`config.mk`:
```
export PLATFORM = sky130hd
export DESIGN_NAME = seq_multiplier_flat
export DESIGN_NICKNAME = d
export VERILOG_FILES = /design/src/rtl/seq_multiplier_pkg.sv /design/src/rtl/seq_multiplier_if.sv /design/src/rtl/seq_multiplier_abs_neg.sv /design/src/rtl/seq_multiplier.sv /design/src/flat_wrapper.sv
export SDC_FILE = /design/constraint.sdc
export NUM_CORES = 1
export LEC_CHECK = 0
export CORE_ASPECT_RATIO = 0.8
export CORE_MARGIN = 2
export CORE_UTILIZATION = 55
export DETAILED_ROUTE_END_ITERATION = 10
export DONT_BUFFER_PORTS = 1
export PLACE_DENSITY_LB_ADDON = 0.05
export SKIP_LAST_GASP = 1
export SLEW_MARGIN = 20
export SYNTH_ARGS = -nofsm -noshare
export SYNTH_HDL_FRONTEND = slang
export SYNTH_SLANG_ARGS = --single-unit
```
`constraint.sdc`:
```
create_clock -name clk -period 4.6 [get_ports clk]
set_clock_uncertainty 0.05 [all_clocks]
set_input_delay 1.38 -clock clk [delete_from_list [all_inputs] [get_ports clk]]
set_output_delay 1.38 -clock clk [all_outputs]
set_load 0.005 [all_outputs]
```
`src/rtl/seq_multiplier_pkg.sv`:
```
// Shared types and constants for the iterative multiplier.
package mul_pkg;

  // Multiply flavour requested by the control unit.
  typedef enum logic [1:0] {
    OP_MUL   = 2'b00,
    OP_SMULH = 2'b01,
    OP_UMULH = 2'b10,
    OP_RSVD  = 2'b11
  } op_t;

  // Multiplier sequencing states.
  typedef enum logic [1:0] {
    IDLE = 2'b00,
    BUSY = 2'b01,
    FIX  = 2'b10,
    DONE = 2'b11
  } state_t;

  // Zero register; writes to it are suppressed.
  localparam logic [4:0] XZR = 5'd31;

endpackage

```
`src/rtl/seq_multiplier_if.sv`:
```
// Request/writeback bundle between the control unit and the multiplier.
interface seq_multiplier_if
  import mul_pkg::*;
#(
  parameter int N = 64
);
  logic         start;
  op_t          op;
  logic [N-1:0] a;
  logic [N-1:0] b;
  logic [4:0]   dest;
  logic         flush;
  logic         ready;
  logic         done;
  logic         we3;
  logic [4:0]   wa3;
  logic [N-1:0] wd3;

  modport master (
    output start, op, a, b, dest, flush,
    input  ready, done, we3, wa3, wd3
  );

  modport slave (
    input  start, op, a, b, dest, flush,
    output ready, done, we3, wa3, wd3
  );
endinterface

```
`src/rtl/seq_multiplier_abs_neg.sv`:
```
// Conditional two's-complement negation of a W-bit value.
module abs_neg #(
  parameter int W = 64
) (
  input  logic         neg,
  input  logic [W-1:0] din,
  output logic [W-1:0] dout
);

  assign dout = neg ? (~din + W'(1)) : din;

endmodule

```
`src/rtl/seq_multiplier.sv`:
```
// Iterative shift-add multiplier for MUL / SMULH / UMULH with register-file
// writeback. One operation in flight; ready is low while busy.
module seq_multiplier
  import mul_pkg::*;
#(
  parameter int N  = 64,
  parameter int CW = 7
) (
  input  logic              clk,
  input  logic              reset,
  seq_multiplier_if.slave   bus
);

  state_t           state;
  logic [N-1:0]     mcand;
  logic [N-1:0]     mplier;
  logic [2*N-1:0]   acc;
  logic             sign;
  op_t              op_q;
  logic [4:0]       dest_q;
  logic [CW-1:0]    cnt;

  logic             ready_q;
  logic             done_q;
  logic             we3_q;
  logic [4:0]       wa3_q;
  logic [N-1:0]     wd3_q;

  logic             is_smulh;
  logic [N-1:0]     a_mag;
  logic [N-1:0]     b_mag;
  logic [2*N-1:0]   prod;
  logic [N-1:0]     addend;
  logic [N:0]       sum;
  logic [2*N-1:0]   acc_step;

  // Only SMULH works on magnitudes; MUL low bits are sign-independent.
  assign is_smulh = (bus.op == OP_SMULH);

  abs_neg #(.W(N)) u_abs_a (
    .neg  (is_smulh & bus.a[N-1]),
    .din  (bus.a),
    .dout (a_mag)
  );

  abs_neg #(.W(N)) u_abs_b (
    .neg  (is_smulh & bus.b[N-1]),
    .din  (bus.b),
    .dout (b_mag)
  );

  abs_neg #(.W(2*N)) u_fix (
    .neg  (sign),
    .din  (acc),
    .dout (prod)
  );

  // One shift-add step: add into the upper half keeping the carry, then
  // shift the whole accumulator right by one.
  always_comb begin
    addend   = mplier[0] ? mcand : '0;
    sum      = {1'b0, acc[2*N-1:N]} + {1'b0, addend};
    acc_step = {sum, acc[N-1:1]};
  end

  // Sequencer, datapath registers and registered writeback outputs.
  always_ff @(posedge clk or negedge reset) begin
    if (!reset) begin
      state   <= IDLE;
      mcand   <= '0;
      mplier  <= '0;
      acc     <= '0;
      sign    <= 1'b0;
      op_q    <= OP_MUL;
      dest_q  <= '0;
      cnt     <= '0;
      ready_q <= 1'b1;
      done_q  <= 1'b0;
      we3_q   <= 1'b0;
      wa3_q   <= '0;
      wd3_q   <= '0;
    end else if (bus.flush) begin
      state   <= IDLE;
      ready_q <= 1'b1;
      done_q  <= 1'b0;
      we3_q   <= 1'b0;
    end else begin
      case (state)
        IDLE: begin
          if (bus.start) begin
            mcand   <= a_mag;
            mplier  <= b_mag;
            sign    <= is_smulh & (bus.a[N-1] ^ bus.b[N-1]);
            op_q    <= bus.op;
            dest_q  <= bus.dest;
            acc     <= '0;
            cnt     <= '0;
            ready_q <= 1'b0;
            state   <= BUSY;
          end
        end
        BUSY: begin
          acc    <= acc_step;
          mplier <= mplier >> 1;
          cnt    <= cnt + CW'(1);
          if (cnt == CW'(N - 1)) begin
            state <= FIX;
          end
        end
        FIX: begin
          if (op_q == OP_SMULH || op_q == OP_UMULH) begin
            wd3_q <= prod[2*N-1:N];
          end else begin
            wd3_q <= prod[N-1:0];
          end
          wa3_q  <= dest_q;
          done_q <= 1'b1;
          we3_q  <= (dest_q != XZR);
          state  <= DONE;
        end
        DONE: begin
          done_q  <= 1'b0;
          we3_q   <= 1'b0;
          ready_q <= 1'b1;
          state   <= IDLE;
        end
        default: begin
          state   <= IDLE;
          ready_q <= 1'b1;
          done_q  <= 1'b0;
          we3_q   <= 1'b0;
        end
      endcase
    end
  end

  assign bus.ready = ready_q;
  assign bus.done  = done_q;
  assign bus.we3   = we3_q;
  assign bus.wa3   = wa3_q;
  assign bus.wd3   = wd3_q;

endmodule

```
`src/flat_wrapper.sv`:
```
// flat-port wrapper written by rule: the top's interface ports become plain ports
module seq_multiplier_flat import mul_pkg::*;
#(
  parameter int N  = 64,
  parameter int CW = 7
)
  (clk, reset, bus_start, bus_op, bus_a, bus_b, bus_dest, bus_flush, bus_ready, bus_done, bus_we3, bus_wa3, bus_wd3);
  seq_multiplier_if #(.N(N)) bus_i ();
  input  logic clk;
  input  logic reset;
  input wire logic [$bits(bus_i.start)-1:0] bus_start;
  input wire logic [$bits(bus_i.op)-1:0] bus_op;
  input wire logic [$bits(bus_i.a)-1:0] bus_a;
  input wire logic [$bits(bus_i.b)-1:0] bus_b;
  input wire logic [$bits(bus_i.dest)-1:0] bus_dest;
  input wire logic [$bits(bus_i.flush)-1:0] bus_flush;
  output wire logic [$bits(bus_i.ready)-1:0] bus_ready;
  output wire logic [$bits(bus_i.done)-1:0] bus_done;
  output wire logic [$bits(bus_i.we3)-1:0] bus_we3;
  output wire logic [$bits(bus_i.wa3)-1:0] bus_wa3;
  output wire logic [$bits(bus_i.wd3)-1:0] bus_wd3;
  assign bus_i.start = bus_start;
  assign bus_i.op = bus_op;
  assign bus_i.a = bus_a;
  assign bus_i.b = bus_b;
  assign bus_i.dest = bus_dest;
  assign bus_i.flush = bus_flush;
  assign bus_ready = bus_i.ready;
  assign bus_done = bus_i.done;
  assign bus_we3 = bus_i.we3;
  assign bus_wa3 = bus_i.wa3;
  assign bus_wd3 = bus_i.wd3;
  seq_multiplier #(.N(N), .CW(CW)) u_core (.clk(clk), .reset(reset), .bus(bus_i));
endmodule
```
==> qor.csv, run 1 <==
metric;value;unit
synthesis-to-finish area growth;7.61;%
syn_nets;3133;
worst min path class;flop to flop;
hold buffer count at cts;0;
shortest period the worst path allows;4.36;ns
Placed Cells incl. Taps;3346;
Min Hold Slack;0.424;ns
drt total wl;79000;microns
Reg2Reg Depth;9;
met2 wire len;33900;microns
CTS Buffer Depth;3;
Ys Warns;0;
fmax;229;MHz
hold depth;2;
CP max-delay cell;or4_4;
First-pass DRT Iterations;8;
Clk pin slew, worst setup/hold paths;0.06;ns
die span in x;236;microns
Max Used Layer;met4;
asr flop ratio synth;100;%
hpwl dp;58100;microns
fin cells;3412;
Nets;3046;
Crit Path Category;flop to flop;
Routed Antenna Nets;0;
postcts setup bufs;0;
clock sink count;345;
commonest non-fill, non-tap cell in the layout;nand2_1;
Seq cells post-synth;345;
CTS Root Cell;clkbuf_16;
drc violations;0;
Starting DRT DRC Count;2438;
CTS tree;built;
Synth Flop Type;dfrtp_1;
initial antenna violation count;1;
Via density;6.52;
GRT overflow;0;
Initial Utilization;56.1;%
total of max-cap violations;0;
Post-Synthesis Cells;2921;
final-report max-slew violation count;233;
Worst Tran Pin Value;2.09;ns
vias in the first global route;20804;
Worst-Skew Late Latency;0.56;ns
CP required;5.02;ns
Die Ht;190;microns
CP Max Fanout;7;
gpl congestion;0.986;
final hold vios;0;
met3 WL;6630;microns
Pleak;0.0111;uW
die area;44700;sq um
setup_tns;0;ns
Distinct cells, synth;73;
Setup crit start kind;flop;
H-tree Lvls;2;
WL/cell;23.1;microns
Std-Cell Rows;67;
Slew Limit Headroom;-39.0;%
post-synthesis sequential area ratio;36.5;%
syn avg cell area;8.10;sq um
Post-synth EDFFs;0;
total number of vias;22255;
setup repair after global routing missed its margin;no;
crit-path cells;or4_4, or4b_4, or4_4, or3_1, or3_1, or4_1, o21ai_0, xor2_1, a211oi_1;
cts bufs inserted;38;
IO buf count;0;
layout cells sized above 1;5.84;%
status;complete, but fails checks;
most frequent cells in the layout;nand2_1 (467), dfrtp_1 (343), o21ai_0 (271), a21oi_1 (194), nor2_1 (170);
fill count;3837;
endpoints failing setup;0;
CP endpoint kind;flop;
core area;42200;sq um
Mapped Area;23700;sq um
first-pass GRT wire length;122000;microns
Total GRT Usage;34.7;%
maximum vdd drop;471;uV
power per cell area;639;nW/um^2
max incr delay on CP;0.58;ns
diodes inserted;0;
CP arrival;4.79;ns
post-cts sizing count;0;
Ports;211;
M1 WL;36200;microns
pin count of the biggest net entering global routing;346;
failing checks;slew limit;
fin crit share;94.9;%
==> cells in the mapped netlist (7+ instances only) <==
library cell,instances,area (sq um)
xnor2_1,121,1060
or2_2,14,87.6
or4_1,46,345
mux2_2,7,78.8
xor2_1,161,1410
nand4_1,49,307
and3_1,14,87.6
o211ai_1,15,113
a22oi_1,16,120
a21o_1,24,180
nor2b_1,12,75.1
nor4_1,34,213
and2_1,72,450
o22ai_1,47,294
o221ai_1,30,263
nand2_1,467,1750
clkbuf_1,175,657
buf_1,11,41.3
o21a_1,12,90.1
a31oi_1,15,93.8
a211oi_1,10,75.1
o21ai_0,271,1360
o31ai_1,70,526
nor2_1,171,642
o41ai_1,22,193
nand2b_1,18,113
ha_1,72,901
nand3_1,114,571
or3_1,42,263
mux2i_1,10,100
nor3_1,77,385
a21oi_1,195,976
o21bai_1,25,188
a22o_1,7,61.3
dfrtp_1,344,8610
inv_1,43,161
==> through the flow <==
step | total power [uW] | setup WS (ns) | cell area (sq um) | util (%)
final | 16300 | 0.235 | 25500 | 60.4
after global routing | 17200 | 0.146 | 25500 | 60.4
after CTS | 16100 | 0.269 | 25500 | 60.4
after detailed placement | 12900 | 0.225 | 24200 | 57.4
after global placement | 12800 | 0.252 | 24200 | 57.4
after floorplan | 10300 | 0.0838 | 23700 | -
==> cells by family (layout without fill, tap and decap cells) <==
kind of cell / after synthesis / count (layout) / share of synthesized area, %
AOI/OAI and AO/OA: 814 / 814 / 21.3
xor gates and xnor gates: 282 / 282 / 10.4
adders and majority gates: 73 / 73 / 3.89
buffers and inverters: 232 / 171 / 3.69
DFF: 345 / 345 / 36.5
muxes: 17 / 17 / 0.756
and+or+nand+nor: 1158 / 1158 / 23.4
==> state kept, by name (all words and copies together) (netlist names) <==
register and cells:
u_core.dest_q 5, u_core.bus.we3 1, u_core.mplier 64, u_core.sign 1
u_core.cnt 7, u_core.op_q 2, u_core.bus.wa3 5, u_core.acc 128
u_core.state 2, u_core.bus.ready 1, u_core.mcand 64, u_core.bus.wd3 64
u_core.bus.done 1
==> worst max-delay path: cells and delay by family, from the launching register on <==
family | cells | cell delay [ns]
AO/OA/AOI/OAI | 2 | 0.47
XOR/XNOR | 1 | 0.10
AND/OR/NAND/NOR | 6 | 3.23
flip-flops | 1 | 0.42
==> where the power goes <==
group	internal, uW	switching, uW	total [uW]
Combinational	2690	5200	7900
Clock	1830	1330	3160
Sequential	4070	1150	5230
Total	8590	7690	16300
==> metal layers <==
| layer | GRT usage [%] | up-vias |
|---|---|---|
| met5 | 0 | - |
| met4 | 9.51 | 0 |
| met3 | 6.04 | 141 |
| met2 | 51.8 | 1021 |
| met1 | 51.7 | 10752 |
| li1 | - | 10341 |
==> area by class of cell <==
cell class,count,area (sq um),area share (%)
clock buffers,52,1080,4.26
flip-flops and latches,345,8640,33.9
clock inverters,14,179,0.703
repair buffers,61,483,1.90
well taps,552,691,2.71
inverters,44,165,0.649
multi-input cells,2344,14200,55.9
==> worst paths after layout <==
| check | startpoint | to | slack, ns |
|---|---|---|---|
| min in group asynchronous | reset | u_core.acc[72]$_DFFE_PN0P_ | 0.47 |
| max | u_core.acc[10]$_DFFE_PN0P_ | u_core.bus.wd3[40]$_DFFE_PN0P_ | 0.24 |
| max reg2reg | u_core.acc[10]$_DFFE_PN0P_ | u_core.bus.wd3[40]$_DFFE_PN0P_ | 0.24 |
| min | u_core.mcand[8]$_DFFE_PN0P_ | u_core.mcand[8]$_DFFE_PN0P_ | 0.42 |
| min reg2reg | u_core.mcand[8]$_DFFE_PN0P_ | u_core.mcand[8]$_DFFE_PN0P_ | 0.42 |
| max in group asynchronous | reset | u_core.acc[100]$_DFFE_PN0P_ | 2.38 |
No activity file was read; power rests on OpenSTA's default activity.
==> run 2: changes to the inputs <==
- CORE_UTILIZATION: 55 -> 64
==> qor.csv, run 2 (synthesized netlist as in run 1, its figures left out) <==
metric;value;unit
Worst-Skew Late Latency;0.54;ns
Clk pin slew, worst setup/hold paths;0.06;ns
Top reg by flops;u_core.acc;
most used cell along the critical path;or4_4;
Initial Utilization;65.5;%
crit-path cells;or4_4, or4b_4, or4_4, nor4_1, nand3_1, o41ai_1, xnor2_1, mux2i_1, o21ai_0;
die area;38500;sq um
Die Ht;176;microns
worst r2r src;u_core.acc[10]$_DFFE_PN0P_;
Setup crit start kind;flop;
CP required;4.99;ns
Std-Cell Rows;62;
CP delay by family, top;simple AND/OR/NAND/NOR gates;
CP max-delay cell;or4_4;
Starting DRT DRC Count;3252;
switch share;47.4;%
setup repair after global routing missed its margin;no;
postcts setup bufs;0;
max incr delay on CP;0.60;ns
Worst Tran Pin Value;1.20;ns
met2 wire len;32300;microns
Total GRT Usage;39.6;%
diodes inserted;0;
Slew Limit Headroom;20.3;%
hold path start;u_core.mcand[49]$_DFFE_PN0P_;
clock network fraction of total power;18.5;%
net load switching power;7640;uW
drt total wl;76600;microns
Crit Path Category;flop to flop;
synthesis-to-finish area growth;6.50;%
final hold vios;0;
vias in the first global route;21184;
hold buffer count at cts;0;
CP endpoint kind;flop;
Ports;211;
First-pass DRT Iterations;6;
pin count of the biggest net entering global routing;346;
FF-to-FF End;u_core.bus.wd3[46]$_DFFE_PN0P_;
Internal;8470;uW
WP depth;9;
CTS Buffer Depth;3;
Reg2Reg Setup Slack;0.18;ns
hold depth;2;
total of max-cap violations;0;
clock sink count;345;
endpoints failing setup;0;
cts bufs inserted;37;
fmax;226;MHz
final-report max-slew violation count;0;
CP Max Fanout;6;
status;finished, final reports clean;
CTS Root Cell;clkbuf_16;
H-tree Lvls;2;
power per cell area;639;nW/um^2
Pleak;0.0110;uW
gpl congestion;1.02;
Routed Antenna Nets;0;
Via density;6.83;
Combinational Power Share;48.8;%
Reg2Reg Depth;9;
first-pass GRT wire length;120000;microns
max reg flops;128;
fin crit share;96.1;%
core area;36100;sq um
total number of vias;22707;
Buffers & Inverters on Critical Path;0;
Max Used Layer;met5;
IO buf count;0;
post-layout util;69.7;%
post-cts sizing count;0;
met3 WL;8990;microns
most frequent cells in the layout;nand2_1 (467), dfrtp_1 (343), o21ai_0 (271), a21oi_1 (194), nor2_1 (170);
GRT overflow;0;
WL/cell;23.0;microns
layout cells sized above 1;5.34;%
maximum vdd drop;522;uV
worst min path class;flop to flop;
Hold EP;u_core.mcand[49]$_DFFE_PN0P_;
drc violations;0;
hpwl dp;56000;microns
die span in x;219;microns
M1 WL;32600;microns
setup_tns;0;ns
CP arrival;4.81;ns
Nets;3036;
CTS tree;built;
shortest period the worst path allows;4.42;ns
Sequential Power Share;32.7;%
initial antenna violation count;3;
commonest non-fill, non-tap cell in the layout;nand2_1;
==> run 2: worst max-delay path by stage <==
stage / to / slack [ns] / startpoint
after floorplan: u_core.mcand[59]$_DFFE_PN0P_ / 0.08 / bus_a[8]
after global placement: u_core.mcand[57]$_DFFE_PN0P_ / 0.25 / bus_a[16]
after detailed placement: u_core.mcand[59]$_DFFE_PN0P_ / 0.06 / bus_a[16]
after CTS: u_core.bus.wd3[40]$_DFFE_PN0P_ / 0.29 / u_core.acc[10]$_DFFE_PN0P_
after global routing: u_core.bus.wd3[46]$_DFFE_PN0P_ / 0.008 / u_core.acc[10]$_DFFE_PN0P_
final: u_core.bus.wd3[46]$_DFFE_PN0P_ / 0.18 / u_core.acc[10]$_DFFE_PN0P_
==> run 2: power groups by stage <==
stage	clock network, uW	registers, uW	logic, uW
CTS	2990	5210	7620
global route	3120	5370	8530
finish	2980	5270	7870
global placement	0	5200	7430
floorplan	0	4700	5570
detailed placement	0	5260	7560
==> run 2: area by class of cell <==
cell class | instances | area (sq um)
tap | 480 | 601
clock inverter | 8 | 95.1
sequential | 345 | 8640
clock buffer | 53 | 1080
timing repair buffer | 52 | 403
fill | 2924 | 10900
multi-input combinational | 2344 | 14200
inverter | 44 | 165
==> run 2: tightest hold or removal path, cell delays in order, from the launching register on <==
cell	delay [ns]
dfrtp_1	0.34
nand2_1	0.04
o21ai_0	0.06
==> run 2: layer usage <==
metal / up-vias / GRT usage (%)
li1: 10314 / -
met1: 10848 / 58.1
met2: 1349 / 57.9
met3: 194 / 9.47
met4: 2 / 12.4
met5: - / 0
==> run 2: per-stage QoR <==
stage / cells / hold WS (ns) / power, uW / area, sq um / setup WS (ns)
after global placement: 3265 / 0.409 / 12600 / 24000 / 0.254
after global routing: 3326 / 0.448 / 17000 / 25200 / 0.00813
after CTS: 3326 / 0.430 / 15800 / 25200 / 0.295
final: 3326 / 0.422 / 16100 / 25200 / 0.178
after detailed placement: 3265 / 0.417 / 12800 / 24000 / 0.0639
after floorplan: 2921 / 0.392 / 10300 / 23700 / 0.0838
